$ cat src/rtl/serial_adder_pkg.sv
// serial_adder_pkg: state encoding and WIDTH limits shared by the serial adder
package serial_adder_pkg;
    typedef enum logic [1:0] {
        IDLE  = 2'd0,
        SHIFT = 2'd1,
        DONE  = 2'd2
    } state_t;
    localparam int WIDTH_MIN = 1;
    localparam int WIDTH_MAX = 32;
endpackage

$ cat src/rtl/serial_adder_fa.sv
// fullAdder: single-bit full-adder cell
//   cin, a, b : addend bits
//   sum, cout : sum bit and carry-out
module fullAdder (
    input  logic cin,
    input  logic a,
    input  logic b,
    output logic sum,
    output logic cout
);
    assign sum  = a ^ b ^ cin;
    assign cout = (a & b) | (cin & (a ^ b));
endmodule

$ cat src/rtl/serial_adder.sv
// serial_adder: bit-serial adder, one full-adder cell, LSB first, WIDTH+1 cycle latency
//   clk, rst       : clock, synchronous active-high reset
//   start          : begin an addition (honoured only in IDLE)
//   a, b, cin      : operands and carry-in, captured on the accepted start
//   busy, done     : busy while shifting; done pulses one cycle with a valid result
//   sum, cout      : result registers, held until the next accepted start
module serial_adder
    import serial_adder_pkg::*;
#(
    parameter int WIDTH = 8
) (
    input  logic             clk,
    input  logic             rst,
    input  logic             start,
    input  logic [WIDTH-1:0] a,
    input  logic [WIDTH-1:0] b,
    input  logic             cin,
    output logic             busy,
    output logic             done,
    output logic [WIDTH-1:0] sum,
    output logic             cout
);
    localparam int CW = WIDTH > 1 ? $clog2(WIDTH) : 1;
    if (WIDTH < WIDTH_MIN || WIDTH > WIDTH_MAX) begin : g_bad_width
        $error("serial_adder: WIDTH out of range");
    end
    state_t          state, state_nx;
    logic [WIDTH-1:0] a_sr, b_sr;
    logic [CW-1:0]   count;
    logic            carry, fa_sum, fa_cout, last;
    fullAdder u_fa (
        .cin (carry),
        .a   (a_sr[0]),
        .b   (b_sr[0]),
        .sum (fa_sum),
        .cout(fa_cout)
    );
    assign last = count == CW'(WIDTH - 1);
    assign busy = state == SHIFT;
    assign done = state == DONE;
    // DONE and the unused code both fall to IDLE via the default
    always_comb begin
        state_nx = IDLE;
        case (state)
            IDLE:    state_nx = start ? SHIFT : IDLE;
            SHIFT:   state_nx = last ? DONE : SHIFT;
            default: state_nx = IDLE;
        endcase
    end
    always_ff @(posedge clk) begin
        if (rst) begin
            state <= IDLE;
            a_sr  <= '0;
            b_sr  <= '0;
            carry <= 1'b0;
            count <= '0;
            sum   <= '0;
            cout  <= 1'b0;
        end else begin
            state <= state_nx;
            if (state == IDLE && start) begin
                a_sr  <= a;
                b_sr  <= b;
                carry <= cin;
                count <= '0;
            end else if (state == SHIFT) begin
                // new sum bit enters at the MSB so the LSB lands at bit 0 after WIDTH shifts
                sum   <= (sum >> 1) | (WIDTH'(fa_sum) << (WIDTH - 1));
                carry <= fa_cout;
                a_sr  <= a_sr >> 1;
                b_sr  <= b_sr >> 1;
                count <= count + CW'(1);
                if (last) cout <= fa_cout;
            end
        end
    end
endmodule

$ cat config.mk
export PLATFORM = sky130hd
export DESIGN_NAME = serial_adder
export DESIGN_NICKNAME = d
export VERILOG_FILES = /design/src/rtl/serial_adder_pkg.sv /design/src/rtl/serial_adder_fa.sv /design/src/rtl/serial_adder.sv
export SDC_FILE = /design/constraint.sdc
export NUM_CORES = 1
export LEC_CHECK = 0
export CORE_MARGIN = 4
export CORE_UTILIZATION = 38
export CTS_CLUSTER_SIZE = 16
export DETAILED_ROUTE_END_ITERATION = 10
export PLACE_DENSITY_LB_ADDON = 0.2
export SLEW_MARGIN = 20
export SYNTH_ARGS = -nofsm -noshare
export SYNTH_HDL_FRONTEND = slang
export SYNTH_HIERARCHICAL = 1
export SYNTH_SLANG_ARGS = --single-unit
$ cat constraint.sdc
create_clock -name clk -period 1.8 [get_ports clk]
set_clock_uncertainty 0.1 [all_clocks]
set_input_delay 0.18 -clock clk [delete_from_list [all_inputs] [get_ports clk]]
set_output_delay 0.18 -clock clk [all_outputs]
set_load 0.005 [all_outputs]
==> flow_metrics.tcl, run 1 <==
set metrics [dict create \
    syn2layout_area_growth_pct 31.2 \
    floorplan.die.width_um 67.1 \
    syn_area_per_cell_um2 8.56 \
    hold_path_class "in2reg" \
    cts_setup_buffers 0 \
    synth_seq_area_share 0.468 \
    fmax_mhz 586 \
    cp_num_buf_inv 2 \
    dominantRegCellSynth "dfxtp_1" \
    worstPathRequired_ns 1.52 \
    async_flop_share 0 \
    grt_max_degree 23 \
    firstDrtPassIters 4 \
    portBuffers 30 \
    synth_mux_area_frac 0.0151 \
    setup_ws_ns 0.0949 \
    slew_viol_final 0 \
    htree_levels 2 \
    hold_violations 0 \
    fin_nets 210 \
    grt_pass1_vias 1084 \
    clock_latency_ns 0.30 \
    clock-sinks 31 \
    endpoint_kind "output port" \
    die-area_mm2 0.00450 \
    worstPathArrival_ns 1.43 \
    clockBufferDepth 2 \
    synth_edf_count 0 \
    crit_chain "nand2b_1 -> inv_2 -> clkdlybuf4s50_1" \
    synth_top_family_by_area "compound AO/OA/AOI/OAI gates" \
    fillers 344 \
    grt_pass1_wl_um 4600 \
    num_antenna_cells 0 \
    syn_inst 155 \
    clkTransAtPathRegs_ns 0.09 \
    fp-row-count 21 \
    ioPinCount 31 \
    yosysWarnings 6 \
    drcViolationCount 0 \
    drt-initial-drc-count 41 \
    syn_nets 178 \
    syn_area_mm2 0.00133 \
    power_density_mw_per_mm2 816 \
    core_area_mm2 0.00336 \
    finalCritPeriodShare 0.947 \
    status "complete, no violations" \
    ir_drop_v 0.000394 \
    start_util 0.394 \
    numCtsBuffers 5 \
    startpoint "state[1]" \
    dpl.hpwl_um 1960 \
    finalSetupViolations 0 \
    cp_slowest_cell "clkdlybuf4s50_1" \
    ctsRootBufferMaster "clkbuf_4" \
    routed_wl_um 2740 \
    yosys.area_share.simple 0.199 \
    grt_use_total 0.135 \
    synth.distinct_cells 26 \
    whs_ns 0.315 \
    final_layout_size_suffix_gt1_frac 0.117 \
    synthXorXnorAreaFrac 0.00660 \
    min_from "b[7]" \
    synthAdderAreaFrac 0.0340 \
    cpLargestDelayFamily "buffers and inverters" \
    synth_compound_area_frac 0.207 \
    antenna_found_initial 0 \
    crit_type "reg2out" \
    ant_nets 0 \
    globalplace.congestion 0.753 \
    min_period_ns 1.71 \
    synth_seq_cells 31 \
    vias 1158 \
    postCtsHoldBufs 0 \
    die_y_um 67.1 \
    routed_via_density 4.95 \
    rr_startpoint "state[1]" \
    max_stage_delay_ns 0.49 \
    pre_cts_ws_ns 0.0478 \
    tightest_slew_ns 0.505 \
    cp_max_fo 6 \
    worstSetupStartpointType "flip-flop" \
    leakagePower_uw 0.000637 \
    grt_overflow 0 \
    max-slew-margin-rel 0.663 \
    wire_per_inst_um 11.7 \
    maxCapViolCount 0 \
    cts_tree "done" \
    rsz0062_at_grt "yes" \
]
==> repair_timing <==
item | CTS | global route
endpoints found under the hold margin | 0 | 0
setup endpoints to repair | 2 | 1
gates resized for setup | 2 | 1
==> registers in the layout, indices dropped and copies added, names as in the netlist <==
register / flops
carry: 1
a_sr: 8
state: 2
cout: 1
b_sr: 8
sum: 8
count: 3
==> routing by layer <==
| metal | global-route usage | up-vias | part of all wire |
|---|---|---|---|
| li1 | - | 593 | - |
| met4 | 0.0532 | 0 | 0.0069 |
| met3 | 0.0405 | 2 | 0.039 |
| met2 | 0.228 | 19 | 0.48 |
| met1 | 0.158 | 544 | 0.47 |
| met5 | 0 | - | 0 |
==> cells in the mapped netlist (2+ instances only) <==
library cell	instances	area, µm²
a211oi_1	13	97.6
a211oi_2	2	25.0
a21oi_1	23	115
buf_2	3	15.0
buf_4	3	22.5
buf_6	3	33.8
clkbuf_1	3	11.3
dfxtp_1	31	621
ha_1	2	25.0
inv_1	2	7.51
mux2i_1	2	20.0
nand2_1	31	116
nand2b_1	2	12.5
nand3_1	3	15.0
nor2_1	17	63.8
nor3_1	3	15.0
o22ai_1	3	18.8
==> logic make-up (layout without fill, tap and decap cells) <==
| group | count (synthesis) | after routing |
|---|---|---|
| and+or+nand+nor | 60 | 60 |
| AOI/OAI and AO/OA | 43 | 43 |
| DFF | 31 | 31 |
| buffers and inverters | 15 | 48 |
| adders and majority gates | 3 | 3 |
| muxes | 2 | 2 |
| xor gates and xnor gates | 1 | 1 |
==> area by class of cell <==
cell class / instances / area (µm²) / share of cell area
flip-flops and latches: 31 / 626 / 0.359
clock buffers: 8 / 68.8 / 0.0395
multi-input cells: 109 / 612 / 0.352
inverters: 3 / 11.3 / 0.00647
well taps: 46 / 57.6 / 0.0331
repair buffers: 37 / 365 / 0.210
==> placed cells by master (no fill, tap or decap), types with 3 or more instances in the layout <==
| cell type | n |
|---|---|
| nand3_1 | 3 |
| buf_4 | 6 |
| a211oi_1 | 13 |
| o22ai_1 | 3 |
| clkbuf_4 | 5 |
| clkdlybuf4s50_1 | 30 |
| nand2_1 | 31 |
| nor3_1 | 3 |
| a21oi_1 | 23 |
| dfxtp_1 | 29 |
| nor2_1 | 17 |
==> report_power, final <==
| part | switching, µW | internal [µW] | leakage, µW | total, µW |
|---|---|---|---|---|
| clock | 211 | 230 | 0.0000386 | 441 |
| sequential | 26.1 | 727 | 0.000255 | 753 |
| combinational | 109 | 117 | 0.000343 | 226 |
==> worst reg2reg max path, cell delays in order, from the launching register on <==
cell and delay (ns):
dfxtp_2 0.36, or3b_1 0.61, nor2_1 0.23, a211oi_2 0.06
==> per-stage QoR <==
step | setup TNS (ns) | total power (µW) | std cells | utilization | instance area [µm²]
2_1_floorplan | 0 | 910 | 155 | - | 1330
3_3_place_gp | 0 | 987 | 226 | 0.496 | 1670
3_5_place_dp | 0 | 994 | 226 | 0.496 | 1670
4_1_cts | 0 | 1450 | 234 | 0.517 | 1740
5_1_grt | -0.00153 | 1500 | 234 | 0.517 | 1740
6_report | 0 | 1420 | 234 | 0.517 | 1740
==> final timing paths <==
| check | slack (ns) | cells after the start | end |
|---|---|---|---|
| hold / removal | 0.32 | 3 | b_sr[7] |
| setup reg to reg | 0.33 | 3 | a_sr[4] |
| setup / recovery | 0.09 | 3 | busy |
| hold reg to reg | 0.36 | 2 | b_sr[3] |
No activity file was read; power rests on OpenSTA's default activity.
==> run 2, diff against run 1 <==
--- a/config.mk
+++ b/config.mk
@@ -9,6 +9,7 @@
 export CORE_UTILIZATION = 38
 export CTS_CLUSTER_SIZE = 16
 export DETAILED_ROUTE_END_ITERATION = 10
+export DONT_BUFFER_PORTS = 1
 export PLACE_DENSITY_LB_ADDON = 0.2
 export SLEW_MARGIN = 20
 export SYNTH_ARGS = -nofsm -noshare
==> flow_metrics.tcl, run 2 (synthesis results as in run 1) <==
set metrics [dict create \
    tightest_slew_ns 0.501 \
    drt-initial-drc-count 50 \
    globalRouteMet3Util 0.0607 \
    grt_overflow 0 \
    grt_use_total 0.135 \
    grt_max_degree 32 \
    drcViolationCount 0 \
    grt_util_met2 0.215 \
    dpl.hpwl_um 1700 \
    maxCapViolCount 0 \
    clockBufferDepth 2 \
    ioPinCount 31 \
    final_layout_size_suffix_gt1_frac 0.0930 \
    p_total_uw 1400 \
    ir_drop_v 0.000380 \
    core_area_mm2 0.00336 \
    final-instance-count-excl-fill 218 \
    cp_num_buf_inv 1 \
    hold_path_class "in2reg" \
    htree_levels 2 \
    floorplan.die.width_um 67.1 \
    max-slew-margin-rel 0.666 \
    vias 1107 \
    rsz0062_at_grt "no" \
    crit_type "reg2out" \
    min_period_ns 1.58 \
    fp-row-count 21 \
    met1_usage 0.154 \
    routed_via_density 5.08 \
    cp_max_fo 23 \
    worstPathRequired_ns 1.52 \
    clkTransAtPathRegs_ns 0.09 \
    seqCellArea_um2 621 \
    hold_violations 0 \
    clock_latency_ns 0.32 \
    fmax_mhz 632 \
    leakagePower_uw 0.000580 \
    multi_input_area_um2 612 \
    portBuffers 0 \
    reg.largest.list "a_sr: 8 flops, b_sr: 8 flops, sum: 8 flops" \
    final_cell_mix "nand2_1 (31), dfxtp_1 (31), a21oi_1 (23)" \
    firstDrtPassIters 4 \
    fin_nets 194 \
    worstSetupStartpointType "flip-flop" \
    grt_pass1_wl_um 4520 \
    cpLargestDelayFamily "flip-flops" \
    whs_ns 0.0604 \
    power_density_mw_per_mm2 884 \
    top_usage_layer "met2" \
    numCtsBuffers 5 \
    start_util 0.394 \
    clock-sinks 31 \
    globalplace.congestion 0.750 \
    ant_nets 0 \
    finalSetupViolations 0 \
    status "complete, no violations" \
    worstPathArrival_ns 1.30 \
    cts_tree "done" \
    ctsRootBufferMaster "clkbuf_4" \
    cts_setup_buffers 0 \
    max_stage_delay_ns 0.50 \
    wire_per_inst_um 12.4 \
    finalCritPeriodShare 0.879 \
    antenna_found_initial 0 \
    place_inst 191 \
    cp_slowest_cell "dfxtp_1" \
    num_antenna_cells 0 \
    endpoint_kind "output port" \
    fin_tns_setup_ns 0 \
    crit_chain "nand2b_1 -> inv_2" \
    routed_wl_um 2710 \
    syn2layout_area_growth_pct 19.5 \
    fillers 353 \
    die-area_mm2 0.00450 \
    slew_viol_final 0 \
    grt_pass1_vias 1038 \
    die_y_um 67.1 \
]
[run 2: timing repair]
action / in CTS / in global routing
endpoints found under the hold margin: 31 / 0
hold buffers: 19 / 0
resized for setup: 0 / 0
[run 2: metal layers]
metal,share of wire,up-vias
met5,0,-
li1,-,563
met2,0.47,25
met4,0.015,0
met1,0.44,514
met3,0.070,5
[run 2: through the flow]
stage / instance area, µm² / setup slack [ns] / util
2_1_floorplan: 1330 / 0.400 / -
3_3_place_gp: 1320 / 0.347 / 0.391
3_5_place_dp: 1320 / 0.302 / 0.391
4_1_cts: 1590 / 0.202 / 0.471
5_1_grt: 1590 / 0.104 / 0.471
6_report: 1590 / 0.218 / 0.471
[run 2: cell type report]
type,count,area share
Multi-Input combinational cell,109,0.386
Tap cell,46,0.0363
Timing Repair Buffer,21,0.136
Clock buffer,8,0.0434
Inverter,3,0.00710
Sequential cell,31,0.391
[run 2: worst paths after layout]
| path | start | to | slack, ns | depth (start not counted) |
|---|---|---|---|---|
| hold / removal | start | b_sr[0] | 0.06 | 3 |
| hold reg to reg | b_sr[6] | b_sr[5] | 0.36 | 2 |
| setup reg to reg | state[0] | a_sr[6] | 0.29 | 4 |
| setup / recovery | state[0] | busy | 0.22 | 2 |
[run 2: report_power, final]
group          leakage [µW]  switching [µW]  internal, µW
clock network     0.0000386             226           230
registers          0.000254            27.5           727
logic              0.000288             102          90.2
total              0.000580             355          1050
[run 2: worst register-to-register path: cells and delay by family (launching register included)]
kind | cells | cell delay [ns]
flops | 1 | 0.50
compound gates | 2 | 0.36
buf+inv | 1 | 0.34
simple gates | 1 | 0.14
